`config.mk`:
```
export PLATFORM = sky130hd
export DESIGN_NAME = leaf_scan_sched
export DESIGN_NICKNAME = d
export VERILOG_FILES = /design/src/rtl/leaf_scan_sched.sv
export SDC_FILE = /design/constraint.sdc
export NUM_CORES = 1
export LEC_CHECK = 0
export CORE_MARGIN = 2
export CORE_UTILIZATION = 52
export CTS_BUF_LIST = sky130_fd_sc_hd__clkbuf_8
export DETAILED_ROUTE_END_ITERATION = 8
export PLACE_DENSITY = 0.86
export SLEW_MARGIN = 20
export SYNTH_ARGS = -nofsm -noshare
export SYNTH_HDL_FRONTEND = slang
export SYNTH_SLANG_ARGS = --single-unit
```
`constraint.sdc`:
```
create_clock -name clk -period 3.25 [get_ports clk]
set_input_delay 0.8125 -clock clk [delete_from_list [all_inputs] [get_ports clk]]
set_output_delay 0.8125 -clock clk [all_outputs]
set_load 0.1 [all_outputs]
```
`src/rtl/leaf_scan_sched.sv`:
```
// -----------------------------------------------------------------------------
// leaf_scan_sched
//
// Walks the candidate-leaf list of one ANN search job and streams every
// point of every leaf into the 8-wide running-minimum stage. One leaf index
// is taken at a time. The point address then steps 0 .. LEAF_SIZE-1 with one
// leaf-memory read per cycle. Each read is tagged at issue time. The tag
// travels through a READ_LAT-deep pipe, so the min-stage strobes line up with
// the returning read data.
//
// Handshakes: a transfer on job_* or leaf_* takes place on a rising clk edge
// where valid and ready are both high. valid may be raised at any time.
// ready never depends on the valid of the same channel. The offered payload
// is only sampled on the transfer edge.
//
// Parameters
//   LEAF_SIZE        points per leaf (2..512)
//   READ_LAT         leaf-memory read latency in cycles (1..4)
//
// Ports
//   clk, rst_n       clock; asynchronous active-low reset
//   job_valid/ready  job offer; job_ready is high only in IDLE
//   job_num_leaves   leaves in the offered job (0..15)
//   leaf_valid/ready candidate leaf offer; leaf_ready = FETCH & ~pause
//   leaf_idx         candidate leaf index
//   pause            downstream back-pressure, blocks reads and leaf accept
//   mem_csb          leaf-memory chip select, active-low
//   mem_leaf_addr    leaf being read
//   mem_pt_addr      point within the leaf
//   dp_valid         min stage valid_in
//   dp_restart       min stage restart (first point of the job)
//   dp_query_last    min stage query_last_in (last point of the job)
//   dp_leaf_idx      min stage leaf_idx_in
//   busy             state is not IDLE
//   job_done         one-cycle completion pulse (DONE state)
//   perf_busy_cycles, perf_pause_cycles
//                    saturating activity counters, present only when the
//                    LEAF_SCAN_PERF_EN macro is defined
//   dbg_state        current FSM state encoding (state_t)
// -----------------------------------------------------------------------------
module leaf_scan_sched #(
    parameter int LEAF_SIZE = 8,
    parameter int READ_LAT  = 1
) (
    input  logic        clk,
    input  logic        rst_n,
    input  logic        job_valid,
    output logic        job_ready,
    input  logic [3:0]  job_num_leaves,
    input  logic        leaf_valid,
    output logic        leaf_ready,
    input  logic [5:0]  leaf_idx,
    input  logic        pause,
    output logic        mem_csb,
    output logic [5:0]  mem_leaf_addr,
    output logic [8:0]  mem_pt_addr,
    output logic        dp_valid,
    output logic        dp_restart,
    output logic        dp_query_last,
    output logic [5:0]  dp_leaf_idx,
    output logic        busy,
    output logic        job_done,
`ifdef LEAF_SCAN_PERF_EN
    output logic [31:0] perf_busy_cycles,
    output logic [31:0] perf_pause_cycles,
`endif
    output logic [2:0]  dbg_state
);

    typedef enum logic [2:0] {
        S_IDLE  = 3'd0,
        S_FETCH = 3'd1,
        S_SCAN  = 3'd2,
        S_DRAIN = 3'd3,
        S_DONE  = 3'd4
    } state_t;

    localparam logic [8:0] PT_LAST = 9'(LEAF_SIZE - 1);

    state_t      state;
    state_t      state_nxt;

    logic [3:0]  leaves_left;
    logic [5:0]  leaf_reg;
    logic [8:0]  pt_cnt;
    logic        first_leaf;

    logic        job_acc;
    logic        leaf_acc;
    logic        issue;
    logic        pt_at_end;
    logic        last_leaf;

    // Read-tag pipe, stage 0 is loaded on the issue edge.
    logic        pv    [READ_LAT];
    logic        pf    [READ_LAT];
    logic        pl    [READ_LAT];
    logic [5:0]  pleaf [READ_LAT];
    logic        pipe_inner_valid;

    // -------------------------------------------------------------------------
    // Handshake and issue qualifiers
    // -------------------------------------------------------------------------
    always_comb begin
        job_ready  = (state == S_IDLE);
        leaf_ready = (state == S_FETCH) && !pause;
        job_acc    = job_valid && job_ready;
        leaf_acc   = leaf_valid && leaf_ready;
        issue      = (state == S_SCAN) && !pause;
        pt_at_end  = (pt_cnt == PT_LAST);
        last_leaf  = (leaves_left == 4'd1);
    end

    // The final stage is draining this cycle. DRAIN only waits for the stages
    // in front of it. The job then completes on the cycle after the last tag
    // leaves the pipe.
    always_comb begin
        pipe_inner_valid = 1'b0;
        for (int i = 0; i < READ_LAT - 1; i++) begin
            pipe_inner_valid = pipe_inner_valid | pv[i];
        end
    end

    // -------------------------------------------------------------------------
    // FSM
    // -------------------------------------------------------------------------
    always_ff @(posedge clk or negedge rst_n) begin
        if (!rst_n) begin
            state <= S_IDLE;
        end else begin
            state <= state_nxt;
        end
    end

    always_comb begin
        state_nxt = state;
        case (state)
            S_IDLE: begin
                if (job_valid) begin
                    state_nxt = (job_num_leaves == 4'd0) ? S_DONE : S_FETCH;
                end
            end
            S_FETCH: begin
                if (leaf_acc) begin
                    state_nxt = S_SCAN;
                end
            end
            S_SCAN: begin
                if (issue && pt_at_end) begin
                    state_nxt = last_leaf ? S_DRAIN : S_FETCH;
                end
            end
            S_DRAIN: begin
                if (!pipe_inner_valid) begin
                    state_nxt = S_DONE;
                end
            end
            S_DONE: begin
                state_nxt = S_IDLE;
            end
            default: begin
                state_nxt = S_IDLE;
            end
        endcase
    end

    always_comb begin
        busy      = (state != S_IDLE);
        job_done  = (state == S_DONE);
        mem_csb   = !issue;
        dbg_state = state;
    end

    assign mem_leaf_addr = leaf_reg;
    assign mem_pt_addr   = pt_cnt;

    // -------------------------------------------------------------------------
    // Leaf / point counters
    // -------------------------------------------------------------------------
    always_ff @(posedge clk or negedge rst_n) begin
        if (!rst_n) begin
            leaves_left <= 4'd0;
            leaf_reg    <= 6'd0;
            pt_cnt      <= 9'd0;
            first_leaf  <= 1'b0;
        end else begin
            if (job_acc) begin
                leaves_left <= job_num_leaves;
                first_leaf  <= 1'b1;
            end
            if (leaf_acc) begin
                leaf_reg <= leaf_idx;
                pt_cnt   <= 9'd0;
            end
            if (issue) begin
                // pt_cnt parks on the last point and is cleared by the next
                // leaf acceptance, so it never wraps.
                if (pt_at_end) begin
                    leaves_left <= leaves_left - 4'd1;
                    first_leaf  <= 1'b0;
                end else begin
                    pt_cnt <= pt_cnt + 9'd1;
                end
            end
        end
    end

    // -------------------------------------------------------------------------
    // Read-tag pipe, which advances every cycle regardless of pause
    // -------------------------------------------------------------------------
    always_ff @(posedge clk or negedge rst_n) begin
        if (!rst_n) begin
            for (int i = 0; i < READ_LAT; i++) begin
                pv[i]    <= 1'b0;
                pf[i]    <= 1'b0;
                pl[i]    <= 1'b0;
                pleaf[i] <= 6'd0;
            end
        end else begin
            pv[0]    <= issue;
            pf[0]    <= issue && first_leaf && (pt_cnt == 9'd0);
            pl[0]    <= issue && last_leaf && pt_at_end;
            pleaf[0] <= leaf_reg;
            for (int i = 1; i < READ_LAT; i++) begin
                pv[i]    <= pv[i-1];
                pf[i]    <= pf[i-1];
                pl[i]    <= pl[i-1];
                pleaf[i] <= pleaf[i-1];
            end
        end
    end

    always_comb begin
        dp_valid      = pv[READ_LAT-1];
        dp_restart    = pf[READ_LAT-1];
        dp_query_last = pl[READ_LAT-1];
        dp_leaf_idx   = pleaf[READ_LAT-1];
    end

`ifdef LEAF_SCAN_PERF_EN
    // -------------------------------------------------------------------------
    // Activity counters, cleared per job and saturating
    // -------------------------------------------------------------------------
    always_ff @(posedge clk or negedge rst_n) begin
        if (!rst_n) begin
            perf_busy_cycles  <= 32'd0;
            perf_pause_cycles <= 32'd0;
        end else if (job_acc) begin
            perf_busy_cycles  <= 32'd0;
            perf_pause_cycles <= 32'd0;
        end else begin
            if (busy && (perf_busy_cycles != 32'hFFFF_FFFF)) begin
                perf_busy_cycles <= perf_busy_cycles + 32'd1;
            end
            if (((state == S_SCAN) || (state == S_FETCH)) && pause &&
                (perf_pause_cycles != 32'hFFFF_FFFF)) begin
                perf_pause_cycles <= perf_pause_cycles + 32'd1;
            end
        end
    end
`endif

endmodule

```
==> out/qor.txt, run 1 <==
total congestion overflow: 0
die footprint: 3380 sq um
initial antenna violation count: 0
routed vias/inst: 5.54
Hold WC Path Type: reg2reg
Max Fclk: 344 MHz
ys async rst share: 1.00
worst rel slew slack: 0.694
Seq/Total Area, Yosys: 0.525
final hold vios: 0
Post-Syn Area per Cell: 11.5 sq um
Synth area leader: dfrtp_1
CTS H-Tree Depth: 2
Post-Syn Instances: 133
row count: 19
post-layout min period: 2910 ps
final worst setup slack: 340 ps
worst skew pair latency: 280 ps
most common cell in the netlist: dfrtp_1
post-DP HPWL: 2300 um
max cap viols: 0
clock-pin slew on the worst setup and hold paths: 70 ps
fin area: 2070 sq um
Core ar.: 2780 sq um
Setup CP Type: in2out
synth cell count leaders: 32 x dfrtp_1, 15 x nand2_1, 9 x inv_1
final net count: 203
Worst Tran Pin Value: 457 ps
# setup viols final: 0
endpoint type of the worst setup path: output port
TritonCTS buffer count: 5
Post-CTS Setup Bufs: 0
setup repair after global routing missed its margin: false
gr usage total: 0.201
Post-Syn Nets: 152
Starting Density: 0.549
WP data required: 2440 ps
Hold Buf Count CTS: 0
I/O pin cnt: 47
TritonCTS clock tree: done
final WL: 3040 um
Synth top area share: 0.525
drt initial violations: 45
#FFs+latches synth: 32
Ys Warns: 0
die height: 58.2 um
startpoint types: primary input
outcome: finished clean
Die X: 58.2 um
pin count of the biggest net entering global routing: 33
number of synthesized flops with an enable pin: 0
# fillers: 172
vias after detailed routing: 1197
clock skew: 4.17 ps
DP Worst Slack: 335 ps
main area contributors after synthesis: dfrtp_1 52%, mux2i_1 4.6%, nand2_1 3.7%
Residual DRC: 0
Routed Antenna Nets: 0
Buffers on Ports: 46
setup TNS: 0 ps
synth unique cells: 42
post-CTS sizing: 0
Root Buffer: clkbuf_8
Worst Path Max Fanout: 6
vias in the first global route: 1213
DP Area: 1960 sq um
synthesized cell area: 1530 sq um
Sink Count: 32
Syn-to-layout area delta: 35.7%
GPL Wtd Cong: 0.842
Critical Path AT: 2100 ps
ys flop type: dfrtp_1
diodes inserted: 0
first-pass GRT wire length: 5090 um
Pre-Repair DR Iteration Count: 4
final slew viol count: 0
Longest Clk Path Bufs: 2
Avg WL per Cell: 14.1 um
Tcrit/Tclk final: 0.895
layout cells sized above 1: 0.303
-- cell usage in the layout, fill, tap and decap left out, drive strengths merged, types with 2 or more instances in the layout --
cell | synthesis | layout
a21o | 2 | 2
a21oi | 7 | 7
and3 | 5 | 5
buf | 4 | 35
clkbuf | 1 | 5
clkdlybuf4s50 | 0 | 14
dfrtp | 32 | 32
ha | 4 | 4
inv | 10 | 11
mux2 | 6 | 6
mux2i | 7 | 7
nand2 | 15 | 15
nand3 | 6 | 6
nand4 | 2 | 2
nor2 | 5 | 5
nor3 | 2 | 2
nor4 | 2 | 2
nor4b | 2 | 2
o21ai | 2 | 2
o22ai | 2 | 2
-- metal layers --
| metal | share of wire | GRT usage |
|---|---|---|
| met5 | 0 | 0 |
| met4 | 0.014 | 0.106 |
| met3 | 0.049 | 0.0491 |
| met2 | 0.52 | 0.333 |
| met1 | 0.41 | 0.242 |
-- registers in the layout (all words and copies together), names as in the netlist --
name / cells
dp_restart: 1
dp_valid: 1
leaves_left: 4
dp_query_last: 1
dbg_state: 3
dp_leaf_idx: 6
mem_leaf_addr: 6
mem_pt_addr: 9
first_leaf: 1
-- layout make-up --
class                   instances  area (sq um)  area share
clock buffers                   5          68.8      0.0332
clock inverters                 3          38.8      0.0187
inverters                      10          40.0      0.0193
multi-input cells              86           654       0.316
flip-flops and latches         32           802       0.387
well taps                      31          38.8      0.0187
repair buffers                 49           428       0.207
-- worst paths after layout --
| kind | endpoint | slack [ps] | depth (start not counted) | from |
|---|---|---|---|---|
| min in group asynchronous | mem_pt_addr[0] | 920 | 2 | rst_n |
| worst min register to register | dp_leaf_idx[3] | 390 | 0 | mem_leaf_addr[3] |
| worst min-delay path | dp_leaf_idx[3] | 390 | 0 | mem_leaf_addr[3] |
| max in group asynchronous | dbg_state[0] | 2020 | 2 | rst_n |
| worst max-delay path | mem_csb | 340 | 3 | pause |
| worst max register to register | dbg_state[0] | 1250 | 5 | dbg_state[1] |
-- logic make-up (layout without fill, tap and decap cells) --
family,after synthesis,count (layout),synth area share
AND/OR/NAND/NOR,46,46,0.181
flip-flops,32,32,0.525
AO/OA/AOI/OAI,22,22,0.111
buffers and inverters,15,67,0.0541
multiplexers,13,13,0.0902
adder cells (fa/ha/maj),4,4,0.0328
XOR/XNOR,1,1,0.00574
-- per-stage QoR --
step                      instances  hold WS [ps]  utilization
after global placement          208           381        0.706
after global routing            216           412        0.744
after CTS                       216           396        0.744
after floorplan                 133           464            -
after detailed placement        208           382        0.706
final                           216           392        0.744
-- worst max-delay path, stage by stage --
cell	delay (ps)
clkdlybuf4s50_1	480
or4b_4	600
buf_12	210
Power of run 1 is not shown: default switching activity piles up to over one toggle a cycle in this logic, so the estimate is an artifact.
==> run 2: changes to the inputs <==
Settings changed: CAP_MARGIN from default to 20.
==> results of run 2 <==
The final DEF is identical to that of run 1; final timing and power are the same.
Power of run 2 is left out for the same reason.
==> run 3: changes to the inputs <==
Settings changed: CORE_ASPECT_RATIO from default to 0.8.
==> out/qor.txt, run 3 (same netlist as run 1, synthesis figures left out) <==
Post-CTS Setup Bufs: 0 (unchanged)
layout cells sized above 1: 0.293 (-0.00922)
Sink Count: 32 (unchanged)
Hold WC Path Type: reg2reg
total congestion overflow: 0 (unchanged)
Worst Tran Pin Value: 1040 ps (+584 ps)
I/O pin cnt: 47 (unchanged)
worst rel slew slack: 0.297 (-0.398)
max cap viols: 0 (unchanged)
setup TNS: 0 ps (unchanged)
final net count: 202 (-0.49%)
vias in the first global route: 1216 (+0.25%)
startpoint types: primary input
diodes inserted: 0 (unchanged)
Setup CP Type: in2out
Starting Density: 0.548 (-0.000986)
Pre-Repair DR Iteration Count: 5 (+1)
final WL: 3350 um (+10%)
post-CTS sizing: 0 (unchanged)
Tcrit/Tclk final: 0.902 (+0.00682)
final hold vios: 0 (unchanged)
sequential cell area: 802 sq um (unchanged)
Max Fclk: 341 MHz (-0.76%)
CP Cell Sequence: clkdlybuf4s50_1, or4b_4, buf_12
Buffers on Ports: 46 (unchanged)
# fillers: 200 (+16%)
initial antenna violation count: 0 (unchanged)
hold path startpoint: mem_leaf_addr[4]
clock-pin slew on the worst setup and hold paths: 60 ps (about the same)
die footprint: 3390 sq um (about the same)
GPL Wtd Cong: 0.863 (+2.5%)
Critical Path AT: 2120 ps (+20 ps)
setup repair after global routing missed its margin: false
vias after detailed routing: 1230 (+2.8%)
Residual DRC: 0 (unchanged)
Worst Path Max Fanout: 6 (unchanged)
Hold Buf Count CTS: 0 (unchanged)
die height: 52.5 um (-9.8%)
Root Buffer: clkbuf_8
WP data required: 2440 ps (about the same)
routed vias/inst: 5.54 (about the same)
TritonCTS clock tree: done
Die X: 64.6 um (+11%)
most frequent cells in the layout: 32 x buf_4, 31 x dfrtp_1, 14 x nand2_1, 14 x clkdlybuf4s50_1, 11 x inv_1
Routed Antenna Nets: 0 (unchanged)
final slew viol count: 0 (unchanged)
row count: 17 (-2)
max reg flops: 9 (unchanged)
crit path from: pause
area of the multi-input gates: 654 sq um (unchanged)
drt initial violations: 141 (+210%)
worst skew pair latency: 290 ps (about the same)
Fin Hold WS: 407 ps (+15.1 ps)
post-layout min period: 2930 ps (+22.2 ps)
outcome: finished clean
leading cell type in the layout, fill and taps excluded: buf_4
gr usage total: 0.227 (+0.0258)
Syn-to-layout area delta: 34.6%
Largest stage delay, worst path: 600 ps (about the same)
pin count of the biggest net entering global routing: 33 (unchanged)
# setup viols final: 0 (unchanged)
CP max-delay cell: or4b_4
Avg WL per Cell: 15.1 um (+7.2%)
Core ar.: 2790 sq um (+0.18%)
CTS H-Tree Depth: 2 (unchanged)
endpoint type of the worst setup path: output port
first-pass GRT wire length: 5440 um (+6.9%)
Buffers & Inverters on Critical Path: 2 (unchanged)
post-DP HPWL: 2440 um (+6.0%)
clock skew: 7.68 ps (+3.50 ps)
TritonCTS buffer count: 5 (unchanged)
Longest Clk Path Bufs: 2 (unchanged)
CP top delay family: buffers and inverters
FF-to-FF Start: dbg_state[1]
run 3: through the flow:
step,util,worst slack (ps),instances,instance area (sq um)
2_1_floorplan,-,37.4,133,1540
3_3_place_gp,0.705,341,214,1960
3_5_place_dp,0.705,333,214,1960
4_1_cts,0.737,312,222,2050
5_1_grt,0.737,296,222,2050
6_report,0.737,317,222,2050
run 3: worst paths after layout:
kind	end	slack (ps)	cells after the start
min in group asynchronous	mem_pt_addr[3]	910	2
max in group asynchronous	dbg_state[0]	2040	2
worst min register to register	dp_leaf_idx[4]	410	0
worst max register to register	leaves_left[3]	1150	5
worst min-delay path	dp_leaf_idx[4]	410	0
worst max-delay path	mem_csb	320	3
run 3: final cells by class:
cell class / instances / area share
multi-input combinational: 86 / 0.319
clock inverter: 2 / 0.00365
timing repair buffer: 48 / 0.205
sequential: 32 / 0.390
inverter: 10 / 0.0195
tap: 38 / 0.0231
clock buffer: 6 / 0.0402
run 3: routing by layer:
layer  global-route usage  up-vias  wire (um)
li1                     -      574          -
met1                0.250      596       1320
met2                0.384       52       1690
met3               0.0710        8        249
met4                0.149        0         86
met5                    0        -          0
Power of run 3 is left out for the same reason.
